## src/rtl/seg_scan_ctrl_pkg.sv

```systemverilog
// rtl/seg_scan_ctrl_pkg.sv - shared constants and state encoding for the segment scanner
package seg_scan_ctrl_pkg;

  localparam int DIGIT_W = 5;
  localparam logic [DIGIT_W-1:0] BLANK_CODE = 5'h1F;

  typedef enum logic [1:0] {
    ST_IDLE  = 2'd0,
    ST_DEAD  = 2'd1,
    ST_DRIVE = 2'd2
  } scan_state_e;

  // Anything outside 0..9 is shown as blank.
  function automatic logic [DIGIT_W-1:0] sanitize_code(input logic [DIGIT_W-1:0] code);
    return (code <= 5'd9) ? code : BLANK_CODE;
  endfunction

endpackage

```

## src/rtl/seg_scan_ctrl_if.sv

```systemverilog


interface seg_scan_tmr_if #(
  parameter int CNT_W = 4
);
  logic             load;
  logic [CNT_W-1:0] load_val;
  logic             done;

  modport master (output load, load_val, input done);
  modport slave  (input load, load_val, output done);
endinterface

```

## src/rtl/seg_scan_timer.sv

```systemverilog
// rtl/seg_scan_timer.sv - loadable down-counter; done while the count sits at zero
module seg_scan_timer #(
  parameter int CNT_W = 4
) (
  input  logic          clk_i,
  input  logic          rst_ni,
  seg_scan_tmr_if.slave tmr
);

  logic [CNT_W-1:0] cnt_q, cnt_d;

  // Loading N-1 on entry makes done fire in the Nth cycle of the interval.
  always_comb begin
    cnt_d = cnt_q;
    if (tmr.load) begin
      cnt_d = tmr.load_val;
    end else if (cnt_q != '0) begin
      cnt_d = cnt_q - 1'b1;
    end
  end

  always_ff @(posedge clk_i) begin
    if (!rst_ni) begin
      cnt_q <= '0;
    end else begin
      cnt_q <= cnt_d;
    end
  end

  assign tmr.done = (cnt_q == '0);

endmodule

```

## src/rtl/seg_scan_ctrl.sv

```systemverilog
// rtl/seg_scan_ctrl.sv - multiplexed 7-segment scan controller with shadow buffer and dead time
module seg_scan_ctrl
  import seg_scan_ctrl_pkg::*;
#(
  parameter int NUM_DIGITS = 4,
  parameter int DRIVE_CYC  = 1000,
  parameter int DEAD_CYC   = 16,
  parameter int DEC_LAT    = 2
) (
  input  logic                          clkIn,
  input  logic                          rstNIn,
  input  logic                          enableIn,
  input  logic                          loadIn,
  input  logic [DIGIT_W*NUM_DIGITS-1:0] digitsIn,
  input  logic [NUM_DIGITS-1:0]         dpIn,
  input  logic                          lzSupIn,
  output logic [DIGIT_W-1:0]            digitOut,
  output logic                          decimalOut,
  output logic [NUM_DIGITS-1:0]         anodeOut,
  output logic                          frameDoneOut
);

  localparam int IDX_W   = $clog2(NUM_DIGITS);
  localparam int MAX_CYC = (DRIVE_CYC > DEAD_CYC) ? DRIVE_CYC : DEAD_CYC;
  localparam int CNT_W   = (MAX_CYC > 1) ? $clog2(MAX_CYC) : 1;
  localparam logic [CNT_W-1:0] DEAD_LD  = CNT_W'(DEAD_CYC - 1);
  localparam logic [CNT_W-1:0] DRIVE_LD = CNT_W'(DRIVE_CYC - 1);
  localparam logic [IDX_W-1:0] LAST_IDX = IDX_W'(NUM_DIGITS - 1);

  typedef logic [NUM_DIGITS-1:0][DIGIT_W-1:0] digit_vec_t;

  scan_state_e           state_q, state_d;
  logic [IDX_W-1:0]      idx_q, idx_d;
  logic                  pend_q, pend_d;
  digit_vec_t            shd_dig_q, shd_dig_d;
  digit_vec_t            act_dig_q, act_dig_d;
  digit_vec_t            disp_dig;
  logic [NUM_DIGITS-1:0] shd_dp_q, shd_dp_d;
  logic [NUM_DIGITS-1:0] act_dp_q, act_dp_d;
  logic                  shd_lz_q, shd_lz_d;
  logic [DIGIT_W-1:0]    digit_q, digit_d;
  logic                  apply;
  logic                  frame_done;
  logic                  tmr_load;
  logic [CNT_W-1:0]      tmr_val;
  logic                  lead;
  logic [NUM_DIGITS-1:0] anode_raw;
  logic                  decimal_raw;

  seg_scan_tmr_if #(.CNT_W(CNT_W)) tmr_bus ();

  assign tmr_bus.load     = tmr_load;
  assign tmr_bus.load_val = tmr_val;

  seg_scan_timer #(.CNT_W(CNT_W)) u_timer (
    .clk_i  (clkIn),
    .rst_ni (rstNIn),
    .tmr    (tmr_bus)
  );

  // Resolve the shadow set into display codes once, at apply time.
  always_comb begin
    lead     = shd_lz_q;
    disp_dig = shd_dig_q;
    for (int i = NUM_DIGITS - 1; i >= 0; i--) begin
      if (lead && (i != 0) && (shd_dig_q[i] == '0)) begin
        disp_dig[i] = BLANK_CODE;
      end else begin
        disp_dig[i] = sanitize_code(shd_dig_q[i]);
      end
      if (shd_dig_q[i] != '0) begin
        lead = 1'b0;
      end
    end
  end

  always_comb begin
    state_d    = state_q;
    idx_d      = idx_q;
    pend_d     = pend_q;
    shd_dig_d  = shd_dig_q;
    shd_dp_d   = shd_dp_q;
    shd_lz_d   = shd_lz_q;
    act_dig_d  = act_dig_q;
    act_dp_d   = act_dp_q;
    digit_d    = BLANK_CODE;
    apply      = 1'b0;
    frame_done = 1'b0;
    tmr_load   = 1'b0;
    tmr_val    = DEAD_LD;

    case (state_q)
      ST_IDLE: begin
        state_d  = ST_DEAD;
        idx_d    = '0;
        tmr_load = 1'b1;
        apply    = pend_q;
      end
      ST_DEAD: begin
        if (tmr_bus.done) begin
          state_d  = ST_DRIVE;
          tmr_load = 1'b1;
          tmr_val  = DRIVE_LD;
        end
      end
      ST_DRIVE: begin
        if (tmr_bus.done) begin
          state_d  = ST_DEAD;
          tmr_load = 1'b1;
          if (idx_q == LAST_IDX) begin
            idx_d      = '0;
            frame_done = 1'b1;
            apply      = pend_q;
          end else begin
            idx_d = idx_q + 1'b1;
          end
        end
      end
      default: state_d = ST_IDLE;
    endcase

    if (!enableIn) begin
      state_d    = ST_IDLE;
      idx_d      = '0;
      tmr_load   = 1'b0;
      apply      = 1'b0;
      frame_done = 1'b0;
    end

    if (state_d == ST_DRIVE) begin
      digit_d = act_dig_q[idx_q];
    end

    // Apply consumes the old shadow; a load in the same cycle stays pending.
    if (apply) begin
      act_dig_d = disp_dig;
      act_dp_d  = shd_dp_q;
      pend_d    = 1'b0;
    end
    if (loadIn) begin
      shd_dig_d = digitsIn;
      shd_dp_d  = dpIn;
      shd_lz_d  = lzSupIn;
      pend_d    = 1'b1;
    end
  end

  always_ff @(posedge clkIn) begin
    if (!rstNIn) begin
      state_q   <= ST_IDLE;
      idx_q     <= '0;
      pend_q    <= 1'b0;
      shd_dig_q <= {NUM_DIGITS{BLANK_CODE}};
      shd_dp_q  <= '0;
      shd_lz_q  <= 1'b0;
      act_dig_q <= {NUM_DIGITS{BLANK_CODE}};
      act_dp_q  <= '0;
      digit_q   <= BLANK_CODE;
    end else begin
      state_q   <= state_d;
      idx_q     <= idx_d;
      pend_q    <= pend_d;
      shd_dig_q <= shd_dig_d;
      shd_dp_q  <= shd_dp_d;
      shd_lz_q  <= shd_lz_d;
      act_dig_q <= act_dig_d;
      act_dp_q  <= act_dp_d;
      digit_q   <= digit_d;
    end
  end

  always_comb begin
    anode_raw   = '1;
    decimal_raw = 1'b1;
    if (state_q == ST_DRIVE) begin
      anode_raw[idx_q] = 1'b0;
      decimal_raw      = ~act_dp_q[idx_q];
    end
  end

  generate
    if (DEC_LAT == 0) begin : g_no_delay
      assign anodeOut   = anode_raw;
      assign decimalOut = decimal_raw;
    end else begin : g_delay
      logic [DEC_LAT-1:0][NUM_DIGITS-1:0] anode_pipe_q;
      logic [DEC_LAT-1:0]                 decimal_pipe_q;

      // Disable flushes every stage so no anode stays lit after enable drops.
      always_ff @(posedge clkIn) begin
        if (!rstNIn || !enableIn) begin
          anode_pipe_q   <= '1;
          decimal_pipe_q <= '1;
        end else begin
          anode_pipe_q[0]   <= anode_raw;
          decimal_pipe_q[0] <= decimal_raw;
          for (int k = 1; k < DEC_LAT; k++) begin
            anode_pipe_q[k]   <= anode_pipe_q[k-1];
            decimal_pipe_q[k] <= decimal_pipe_q[k-1];
          end
        end
      end

      assign anodeOut   = anode_pipe_q[DEC_LAT-1];
      assign decimalOut = decimal_pipe_q[DEC_LAT-1];
    end
  endgenerate

  assign digitOut     = digit_q;
  assign frameDoneOut = frame_done;

endmodule
```

## config.mk

```make
export PLATFORM = sky130hd
export DESIGN_NAME = seg_scan_ctrl
export DESIGN_NICKNAME = d
export VERILOG_FILES = /design/src/rtl/seg_scan_ctrl_pkg.sv /design/src/rtl/seg_scan_ctrl_if.sv /design/src/rtl/seg_scan_timer.sv /design/src/rtl/seg_scan_ctrl.sv
export SDC_FILE = /design/constraint.sdc
export NUM_CORES = 1
export LEC_CHECK = 0
export ABC_CLOCK_PERIOD_IN_PS = 2970
export CELL_PAD_IN_SITES_DETAIL_PLACEMENT = 1
export CELL_PAD_IN_SITES_GLOBAL_PLACEMENT = 1
export CORE_MARGIN = 1
export CORE_UTILIZATION = 25
export CTS_CLUSTER_DIAMETER = 60
export DETAILED_ROUTE_END_ITERATION = 8
export PLACE_DENSITY_LB_ADDON = 0.1
export RECOVER_POWER = 100
export SLEW_MARGIN = 10
export SYNTH_ARGS = -nofsm -noshare
export SYNTH_HDL_FRONTEND = slang
export SYNTH_SLANG_ARGS = --single-unit
```

## constraint.sdc

```tcl
create_clock -name clkIn -period 2.97 [get_ports clkIn]
set_input_delay 0.594 -clock clkIn [delete_from_list [all_inputs] [get_ports clkIn]]
set_output_delay 0.594 -clock clkIn [all_outputs]
set_load 0.01 [all_outputs]
```

==> Word level (Yosys, flattened, before mapping) <==
Cells that the tools add are included.
{ "totals": {"out_inout_bits": 11, "regBits": 79} }
{ "op_classes": {"n_bitwise": 3, "eq_ne": 5, "order_cmp": 6, "n_addsub": 2, "n_mux": 39, "n_reduce_logical": 23} }
{ "op_table": {"columns": ["operator", "count"], "rows": [
  ["10-bit 2-to-1 mux", 4],
  ["5-bit 2-to-1 mux", 8],
  ["5-bit by 4-bit <= comparator with 1-bit output, second input constant", 4],
  ["5-bit logical NOT", 3],
  ["1-bit 2-to-1 mux", 15],
  ["5-bit binary-select mux with 2-bit select", 1],
  ["10-bit logical NOT", 1],
  ["2-bit 2-to-1 mux", 5],
  ["10-bit nonzero test", 1],
  ["5-bit nonzero test", 2],
  ["10-bit by 1-bit subtractor with 10-bit output, second input constant", 1],
  ["2-bit equality test, second input constant", 3],
  ["2-bit case mux with 3 select lines", 1],
  ["2-bit AND reduction", 3],
  ["2-bit nonzero test", 3],
  ["1-bit logical AND", 4],
  ["4-bit NOT", 1],
  ["1-bit case mux with 2 select lines", 2],
  ["2-bit case mux with 2 select lines", 1],
  ["2-bit OR reduction", 2],
  ["2-bit by 3-bit < comparator with 1-bit output, second input constant", 1],
  ["2-bit by 1-bit adder with 2-bit output, second input constant", 1],
  ["1-bit binary-select mux with 2-bit select", 1],
  ["1-bit demux with 2-bit select", 1],
  ["other kinds (7)", 9]
]} }

==> Longest topological paths before layout <==
Gate-level depths: netlist of the first run.
{ "depth": {"ltp_word": 7, "depth_mapped": 8} }

==> By module <==
Synthesis of the first run repeated with hierarchy kept, for this count alone.
{ "unflattened": {"cells_unflattened": 338, "area_unflattened_um2": 3345.7} }
{ "modules_own_cells": {"columns": ["mod", "area_per_inst_um2", "instances", "cells_per_inst"], "rows": [
  ["seg_scan_ctrl", 2772.7, 1, 273],
  ["seg_scan_timer", 573.0, 1, 65]
]} }

==> Worst setup path after synthesis of the first run <==
Ideal clock, no wire load.
{ "synth_timing": {"kind": "input to register", "start": "input port loadIn", "end": "register shd_dig_q[12] (netlist name)", "cell_stages": 4, "t_required_ns": 2.841, "path_slack_ns": 1.232, "path_buffers": 2, "arrival_time_ns": 1.609, "path_cell_list": "clkbuf_1 buf_2 mux2i_1 nand2_1"} }
{ "synth_lines": {"columns": ["element", "line_no", "rtl"], "rows": [
  ["from (decl)", "seg_scan_ctrl.sv:13", "input logic loadIn,"],
  ["to (signal assigned)", "seg_scan_ctrl.sv:153", "shd_dig_q <= {NUM_DIGITS{BLANK_CODE}};"],
  ["to (signal assigned)", "seg_scan_ctrl.sv:163", "shd_dig_q <= shd_dig_d;"],
  ["to (decl)", "seg_scan_ctrl.sv:35", "digit_vec_t shd_dig_q, shd_dig_d;"]
]} }

==> Worst setup path in the final report of the first run <==
{ "layout_timing": {"start": "input port enableIn", "end": "output port frameDoneOut"} }
{ "layout_between": {"elab_chain_cells": 1} }
{ "layout_lines": {"columns": ["element", "line_no", "rtl"], "rows": [
  ["from (decl)", "seg_scan_ctrl.sv:12", "input logic enableIn,"],
  ["1-bit 2-to-1 mux", "seg_scan_ctrl.sv:122", "if (!enableIn) begin"],
  ["to (decl)", "seg_scan_ctrl.sv:20", "output logic frameDoneOut"]
]} }
No other way between the ends.

==> results of run 1 <==
==> per-layer routing <==
layer / up-vias / GRT usage
met3: 8 / 0.04652
met4: 0 / 0.04398
met5: - / 0
met2: 42 / 0.2111
met1: 1278 / 0.1616
li1: 1338 / -
==> cells in the mapped netlist (5+ instances only) <==
cell      count  area share
a211oi_1      5       0.011
a21oi_1       8       0.011
clkbuf_1     12       0.013
dfxtp_1      79        0.45
ha_1         10       0.035
inv_1        16       0.017
mux2i_1      44        0.12
mux4_2        6       0.038
nand2_1      37       0.039
nand2b_1      6       0.011
nand3_1       5      0.0071
nor2_1       39       0.041
nor3_1        7      0.0099
o211ai_1      8       0.017
o21a_1        6       0.013
or2_1         6       0.011
==> layout by cell type (no fill, tap or decap), types with 3 or more instances in the layout <==
cell              n
clkdlybuf4s50_1  26
ha_1             10
inv_1            16
nor3_1            7
a2111oi_0         3
mux2i_1          44
and3_1            3
o211ai_1          8
xnor2_1           4
buf_4             8
nand3_1           5
clkbuf_1          4
nor4_1            4
nand2b_1          6
or4_1             4
or2_1             6
dlygate4sd3_1    12
a211oi_1          5
clkbuf_16         9
o21a_1            6
mux2_1            3
mux4_2            6
a31oi_1           3
nor2_1           39
dfxtp_1          79
o21ai_1           4
a21oi_1           8
nand2_1          37
nand4_1           3
==> metrics by stage <==
| stage | cell area, sq um | util | total power [mW] | worst slack [ps] |
|---|---|---|---|---|
| 2_1_floorplan | 3543 | - | 1.559 | 1232 |
| 3_3_place_gp | 4119 | 0.2979 | 1.707 | 288.7 |
| 3_5_place_dp | 4119 | 0.2979 | 1.713 | 306.2 |
| 4_1_cts | 4372 | 0.3162 | 2.733 | 284.0 |
| 5_1_grt | 4347 | 0.3144 | 2.816 | 99.46 |
| 6_report | 4347 | 0.3144 | 2.660 | 224.8 |
==> registers in the layout, indices dropped and copies added (netlist names), 4 cells and up <==
register,cells
digitOut,5
anodeOut,4
act_dig_q,20
shd_dig_q,20
act_dp_q,4
shd_dp_q,4
u_timer.cnt_q,10
g_delay.anode_pipe_q,4
==> cells by family (layout without fill, tap and decap cells) <==
| logic type | count (synthesis) | after routing | synth area share |
|---|---|---|---|
| simple gates | 124 | 124 | 0.1773 |
| xor+xnor | 4 | 4 | 0.009886 |
| compound gates | 51 | 51 | 0.1045 |
| flops | 79 | 79 | 0.4463 |
| fa+ha+maj | 10 | 10 | 0.03531 |
| mux | 53 | 53 | 0.1720 |
| buf+inv | 39 | 80 | 0.05473 |
==> final cells by class <==
type	count	area [sq um]
tap	180	225.2
clock buffer	11	242.7
inverter	17	63.81
multi-input combinational	242	1752
fill	1566	9480
sequential	79	1582
timing repair buffer	50	471.7
clock inverter	2	10.01
==> worst paths after layout <==
check / to
max reg2reg: act_dig_q[4]
min: anodeOut[0]
min reg2reg: anodeOut[0]
max: frameDoneOut
==> power groups by stage <==
stage	sequential [mW]	combinational (mW)	clock (mW)
5_1_grt	1.21	0.530	1.08
6_report	1.20	0.475	0.988
3_5_place_dp	1.22	0.493	0
2_1_floorplan	1.20	0.363	0
3_3_place_gp	1.22	0.489	0
4_1_cts	1.20	0.496	1.04
==> results.sh, run 1 <==
export IMPL_reg2reg_from="state_q[0]"
export IMPL_vias_per_cell=4.589
export IMPL_cp_startpoint="enableIn"
export IMPL_reg2reg_slack_ps=760
export IMPL_hold_viol=0
export IMPL_synth_seq_area_share=0.4463
export IMPL_cts_inserted_buffers=9
export IMPL_area_growth_pct=22.67
export IMPL_hp_class="register to register"
export IMPL_die_area_sq_mm=0.01465
export IMPL_grt_total_usage=0.1311
export IMPL_clk_latency_ps=340
export IMPL_ant_nets=0
export IMPL_start_util=0.2563
export IMPL_async_flop_share=0
export IMPL_worst_path_max_delay_cell="dlygate4sd3_1"
export IMPL_routed_top_layer="met4"
export IMPL_path_class="input port to primary output"
export IMPL_fin_crit_ps=2745
export IMPL_drive_gt1_frac=0.08229
export IMPL_cts_hold_buffers=0
export IMPL_dr_wl_met3_um=342
export IMPL_grt_overflow=0
export IMPL_cts_sinks=79
export IMPL_cts_setup_buffers=0
export IMPL_io_pins=40
export IMPL_cap_viol_max_count=1
export IMPL_drc=0
export IMPL_finClkSkew_ps=6.472
export IMPL_nNetsFinal=438
export IMPL_slew_headroom=-0.3085
export IMPL_synth_cell_types=52
export IMPL_ir_worst_vdd_mv=0.2957
export IMPL_p_leak_nw=1.748
export IMPL_hold_path_depth=1
export IMPL_grt_start_max_net_pins=30
export IMPL_vias=2666
export IMPL_cp_depth=5
export IMPL_switching_power_mw=0.7426
export IMPL_crit_family="buffers and inverters"
export IMPL_sw_frac_of_total=0.2792
export IMPL_clock_power_share=0.371
export IMPL_postRouteWirelength_mm=8.565
export IMPL_ys_flop_type="dfxtp_1"
export IMPL_place_congestion=0.6887
export IMPL_synth_seq_cells=79
export IMPL_min_delay_start="g_delay.anode_pipe_q[0]"
export IMPL_dp_hpwl_mm=6.252
export IMPL_p_comb_frac=0.179
export IMPL_worstPathArrival_ps=2150
export IMPL_die_h_um=121.1
export IMPL_synth_area_sq_mm=0.003543
export IMPL_antenna_found_initial=0
export IMPL_die_w_um=121.1
export IMPL_timing_fmax_ghz=0.3643
export IMPL_wl_per_cell_um=14.74
export IMPL_intPower_mw=1.917
export IMPL_setup_violations_final=0
export IMPL_grt_pass1_vias=2763
export IMPL_status="finished, violations left"
export IMPL_startpoint_type="input port"
export IMPL_htreeDepth=3
export IMPL_core_sq_mm=0.01383
export IMPL_rows=43
export IMPL_path_buf_inv=3
export IMPL_synth_edff_count=0
export IMPL_dr_pass1_iters=4
export IMPL_p_per_area_mw_per_mm2=612.0
export IMPL_wl_met1_mm=4.135
export IMPL_yosys_warnings=0
export IMPL_syn_nets=399
export IMPL_clkTransAtPathRegs_ps=50
export IMPL_path_cells="clkdlybuf4s50_1 -> and3_1 -> nand4_1 -> inv_1 -> dlygate4sd3_1"
export IMPL_grt_pass1_wl_mm=14.37
export IMPL_tns_ps=0
export IMPL_wl_met2_mm=3.977
export IMPL_place_port_buffers=39
export IMPL_dpl_cell_count=568
export IMPL_postSynthAreaPerCell_sq_um=9.843
export IMPL_rr_worst_depth=6
export IMPL_p_seq_frac=0.450
export IMPL_slowest_delay_ps=600
export IMPL_worst_hold_slack_ps=406.7
export IMPL_cts_root_buffer="clkbuf_16"
export IMPL_diodes=0
export IMPL_synth_cells=360
export IMPL_finalCritPeriodShare=0.9243
export IMPL_clock_path_buffers=2
export IMPL_layoutNonFillerInstCount=581
export IMPL_cts_tree="done"
export IMPL_required_ps=2380
export IMPL_violations="capacitance limit, slew limit"
export IMPL_slew_violations=30
export IMPL_grt_setup_unrepaired="no"
export IMPL_drt_iter0_markers=96
export IMPL_critPathCaptureType="primary output"
export IMPL_worstMarginPinSlew_ps=1963
export IMPL_post_cts_resized=0
export IMPL_critPathMaxFanout=3
Note: power is estimated with default switching activity, not from simulation.
==> run 2, diff against run 1 <==
Settings changed: ABC_CLOCK_PERIOD_IN_PS 2970 to 3560, CAP_MARGIN set to 10, CORE_MARGIN 1 to 4.
Clock period 2.97 ns to 3.56 ns, I/O delays scaled along.
==> run 2 against run 1 <==
Compared with the run above:
- the run now ends clean
- worst hold slack hardly changed
- critical path depth unchanged
- die area grew 10%
- via count decreased by 0.71%
- sequential share of layout area down 0.16 points
- total power decreased by 9.6%
- sequential power is 17% lower
- clock-buffer cell count decreased by 1
- clock skew about the same
- non-clock buffer count down 5
- combinational power down 19%
- routed wire length shrank 1.6%
==> results.sh, run 2 (synthesis gave the netlist of run 1 again) <==
export IMPL_dpl_cell_count=563
export IMPL_final_area_sq_mm=0.004365
export IMPL_hold_viol=0
export IMPL_grt_setup_unrepaired="no"
export IMPL_wl_met1_mm=4.361
export IMPL_cts_tree="done"
export IMPL_die_h_um=127.1
export IMPL_postRouteWirelength_mm=8.431
export IMPL_crit_end="frameDoneOut"
export IMPL_finalCritPeriodShare=0.8966
export IMPL_nFillCells=1589
export IMPL_area_growth_pct=23.20
export IMPL_startpoint_type="input port"
export IMPL_timing_final_ws_setup_ps=368.0
export IMPL_cts_root_buffer="clkbuf_16"
export IMPL_clkTransAtPathRegs_ps=60
export IMPL_dr_pass1_iters=4
export IMPL_cts_setup_buffers=0
export IMPL_fin_crit_ps=3192
export IMPL_setup_violations_final=0
export IMPL_layout_common_cells="dfxtp_1, mux2i_1, nor2_1, nand2_1, clkdlybuf4s50_1"
export IMPL_die_area_sq_mm=0.01614
export IMPL_cts_hold_buffers=0
export IMPL_timing_fmax_ghz=0.3133
export IMPL_critPathCaptureType="primary output"
export IMPL_cts_inserted_buffers=9
export IMPL_reg2reg_from="idx_q[0]"
export IMPL_cap_viol_max_count=0
export IMPL_cp_startpoint="enableIn"
export IMPL_slew_violations=0
export IMPL_drive_gt1_frac=0.07519
export IMPL_ir_worst_vdd_mv=0.1823
export IMPL_place_congestion=0.7470
export IMPL_grt_start_max_net_pins=30
export IMPL_layoutNonFillerInstCount=579
export IMPL_wl_met2_mm=3.570
export IMPL_grt_pass1_wl_mm=14.77
export IMPL_p_leak_nw=1.749
export IMPL_diodes=0
export IMPL_io_pins=40
export IMPL_drc=0
export IMPL_ant_nets=0
export IMPL_wl_per_cell_um=14.56
export IMPL_htreeDepth=3
export IMPL_grt_overflow=0
export IMPL_rr_worst_depth=6
export IMPL_grt_pass1_vias=2812
export IMPL_vias_per_cell=4.572
export IMPL_slew_headroom=0.3374
export IMPL_dr_wl_met3_um=296
export IMPL_grt_total_usage=0.1162
export IMPL_place_port_buffers=39
export IMPL_clk_latency_ps=340
export IMPL_worst_hold_slack_ps=406.3
export IMPL_path_class="input port to primary output"
export IMPL_final_util=0.3145
export IMPL_antenna_found_initial=0
export IMPL_p_per_area_mw_per_mm2=551.0
export IMPL_reg_top3="act_dig_q: 20 flops, shd_dig_q: 20 flops, u_timer.cnt_q: 10 flops"
export IMPL_hp_class="register to register"
export IMPL_finClkSkew_ps=6.357
export IMPL_vias=2647
export IMPL_required_ps=2850
export IMPL_routed_top_layer="met4"
export IMPL_core_sq_mm=0.01388
export IMPL_layout_commonest_cell="dfxtp_1"
export IMPL_die_w_um=127.1
export IMPL_tns_ps=0
export IMPL_nNetsFinal=433
export IMPL_critPathMaxFanout=7
export IMPL_start_util=0.2553
export IMPL_status="finished, final reports clean"
export IMPL_dpl_cell_area_sq_mm=0.004069
export IMPL_rows=43
export IMPL_dp_hpwl_mm=6.270
export IMPL_worstMarginPinSlew_ps=993.8
export IMPL_dp_worst_setup_slack_ps=525.8
export IMPL_cts_sinks=79
export IMPL_post_cts_resized=0
export IMPL_worstPathArrival_ps=2480
export IMPL_reg2reg_to="act_dig_q[18]"
export IMPL_clock_path_buffers=2
export IMPL_drt_iter0_markers=72
export IMPL_power_total_mw=2.405
export IMPL_reg2reg_slack_ps=1070
-- run 2: changes by cell type in the layout (fill, tap and decap cells not counted), moves of 2 or more --
cell       previous run  this run
buf_4                 8         0
bufinv_16             0         2
clkbuf_1              4         6
inv_6                 0         2
-- run 2: how the worst min path moves through the flow --
stage	from	to	slack [ps]	depth (start not counted)
finish	g_delay.anode_pipe_q[2]	anodeOut[2]	410	1
detailed placement	g_delay.anode_pipe_q[2]	anodeOut[2]	390	1
global route	g_delay.anode_pipe_q[2]	anodeOut[2]	420	1
global placement	g_delay.decimal_pipe_q[0]	g_delay.decimal_pipe_q[1]	390	1
floorplan	g_delay.anode_pipe_q[0]	anodeOut[0]	390	1
CTS	g_delay.anode_pipe_q[2]	anodeOut[2]	400	1
-- run 2: area by class of cell --
class	instances	area, sq um	share of cell area
inverters	17	63.81	0.01462
clock buffers	10	239.0	0.05474
repair buffers	45	407.9	0.09344
clock inverters	6	91.34	0.02092
flip-flops and latches	79	1582	0.3623
multi-input cells	242	1757	0.4024
well taps	180	225.2	0.05159
-- run 2: metal layers --
metal | vias to the layer above | GRT usage
met5 | - | 0
met4 | 0 | 0.05868
met3 | 11 | 0.02425
met2 | 39 | 0.1659
met1 | 1264 | 0.1650
li1 | 1333 | -
-- run 2: critical path, stage by stage --
cell and delay (ps):
dlygate4sd3_1 690, and3_1 200, nand4_1 160, inv_1 110, dlygate4sd3_1 600
-- run 2: power by group --
group	internal (mW)	total [mW]	leakage, nW	switching [mW]
clock network	0.638	1.02	0.163	0.386
logic	0.170	0.384	0.940	0.215
registers	0.938	0.997	0.646	0.0597
==> run 3, diff against run 2 <==
Settings changed: CORE_ASPECT_RATIO set to 0.75.
==> run 3 against run 2 <==
Compared with the run above:
- the flow now finishes with violations (capacitance limit, slew limit)
- clock skew is 0.59 ps lower
- routed wire length increased by 3.3%
- worst hold slack got worse by 2.8 ps
- non-clock buffer count stayed put
- die area grew 0.13%
- global-route usage decreased by 0.052 points
- combinational power barely moved
- design area rose by 0.17%
==> results.sh, run 3 (synthesis gave the netlist of run 1 again) <==
export IMPL_cts_hold_buffers=0
export IMPL_critPathCaptureType="primary output"
export IMPL_drive_gt1_frac=0.07305
export IMPL_grt_total_usage=0.1156
export IMPL_die_w_um=145.5
export IMPL_cap_viol_max_count=1
export IMPL_cts_root_buffer="clkbuf_16"
export IMPL_reg2reg_slack_ps=770
export IMPL_vias_per_cell=4.605
export IMPL_ir_worst_vdd_mv=0.2138
export IMPL_cts_setup_buffers=0
export IMPL_cts_sinks=79
export IMPL_rr_worst_depth=6
export IMPL_path_class="input port to primary output"
export IMPL_finalCritPeriodShare=0.8776
export IMPL_p_per_area_mw_per_mm2=555.2
export IMPL_cts_inserted_buffers=9
export IMPL_ant_nets=0
export IMPL_grt_overflow=0
export IMPL_crit_family="buffers and inverters"
export IMPL_dpl_cell_count=558
export IMPL_whs_endpoint="anodeOut[3]"
export IMPL_reg2reg_to="act_dp_q[2]"
export IMPL_hold_viol=0
export IMPL_htreeDepth=3
export IMPL_tns_ps=0
export IMPL_grt_pass1_vias=2778
export IMPL_diodes=0
export IMPL_cpMostUsedCell="dlygate4sd3_1"
export IMPL_min_delay_start="g_delay.anode_pipe_q[3]"
export IMPL_die_h_um=111.1
export IMPL_slew_violations=30
export IMPL_layoutNonFillerInstCount=572
export IMPL_place_port_buffers=39
export IMPL_required_ps=2850
export IMPL_area_growth_pct=23.41
export IMPL_clk_latency_ps=330
export IMPL_final_util=0.3170
export IMPL_grt_setup_unrepaired="no"
export IMPL_die_area_sq_mm=0.01616
export IMPL_timing_fmax_ghz=0.3201
export IMPL_wl_per_cell_um=15.23
export IMPL_grt_pass1_wl_mm=14.95
export IMPL_startpoint_type="input port"
export IMPL_layout_commonest_cell="dfxtp_1"
export IMPL_cts_tree="done"
export IMPL_worstMarginPinSlew_ps=2039
export IMPL_critPathMaxFanout=7
export IMPL_core_sq_mm=0.01380
export IMPL_post_cts_resized=0
export IMPL_antenna_found_initial=0
export IMPL_setup_violations_final=0
export IMPL_finClkSkew_ps=5.766
export IMPL_drt_iter0_markers=113
export IMPL_start_util=0.2568
export IMPL_rows=37
export IMPL_hold_path_depth=1
export IMPL_slowest_delay_ps=650
export IMPL_dp_hpwl_mm=6.353
export IMPL_worst_path_max_delay_cell="dlygate4sd3_1"
export IMPL_grt_start_max_net_pins=30
export IMPL_multi_input_area_sq_mm=0.001757
export IMPL_drc=0
export IMPL_worstPathArrival_ps=2410
export IMPL_p_leak_nw=1.758
export IMPL_clock_path_buffers=2
export IMPL_reg_top3="act_dig_q: 20 flops, shd_dig_q: 20 flops, u_timer.cnt_q: 10 flops"
export IMPL_layout_common_cells="dfxtp_1, mux2i_1, nor2_1, nand2_1, clkdlybuf4s50_1"
export IMPL_power_total_mw=2.428
export IMPL_vias=2634
export IMPL_hp_class="register to register"
export IMPL_status="finished, violations left"
export IMPL_clkTransAtPathRegs_ps=60
export IMPL_slew_headroom=-0.3595
export IMPL_path_cells="dlygate4sd3_1 -> and3_1 -> nand4_1 -> inv_1 -> dlygate4sd3_1"
export IMPL_path_buf_inv=3
export IMPL_place_congestion=0.7240
export IMPL_violations="capacitance limit, slew limit"
export IMPL_worst_hold_slack_ps=403.5
export IMPL_reg2reg_from="idx_q[0]"
export IMPL_postRouteWirelength_mm=8.712
export IMPL_nFillCells=1584
export IMPL_nNetsFinal=433
export IMPL_register_area_sq_mm=0.001582
export IMPL_fin_crit_ps=3124
export IMPL_io_pins=40
export IMPL_dr_pass1_iters=4
## run 3: changes by cell type in the layout (fill, tap and decap cells not counted)
cell / previous run / this run
buf_4: 0 / 3
clkbuf_1: 6 / 4
inv_6: 2 / 0
a31o_1: 0 / 1
a31o_2: 1 / 0
buf_2: 1 / 0
bufinv_16: 2 / 3
clkinv_4: 1 / 0
## run 3: through the flow
step	instance area, sq um	setup WS, ps
6_report	4373	435.7
5_1_grt	4373	254.9
4_1_cts	4409	489.1
3_5_place_dp	4075	599.9
3_3_place_gp	4075	605.6
2_1_floorplan	3543	1704
## run 3: worst max path at each step
stage | depth (start not counted) | slack (ps) | from | end
2_1_floorplan | 4 | 1700 | loadIn | shd_dig_q[12]
3_3_place_gp | 5 | 610 | enableIn | frameDoneOut
3_5_place_dp | 5 | 600 | enableIn | frameDoneOut
4_1_cts | 5 | 490 | idx_q[0] | frameDoneOut
5_1_grt | 5 | 250 | idx_q[0] | frameDoneOut
6_report | 5 | 440 | enableIn | frameDoneOut
## run 3: per-layer routing
layer	part of all wire	global-route usage	vias up
met5	0	0	-
met4	0.0098	0.03226	0
li1	-	-	1336
met3	0.035	0.03719	8
met1	0.56	0.1738	1251
met2	0.39	0.1559	39
## run 3: area by class of cell
type	instances	share of cell area
clock buffer	10	0.05465
multi-input combinational	242	0.4017
sequential	79	0.3617
tap	175	0.05007
timing repair buffer	45	0.09557
clock inverter	4	0.02175
inverter	17	0.01459
## run 3: where the power goes
| group | switching [mW] | leakage (nW) | internal, mW |
|---|---|---|---|
| clock network | 0.351 | 0.164 | 0.695 |
| registers | 0.0608 | 0.646 | 0.938 |
| logic | 0.213 | 0.948 | 0.171 |
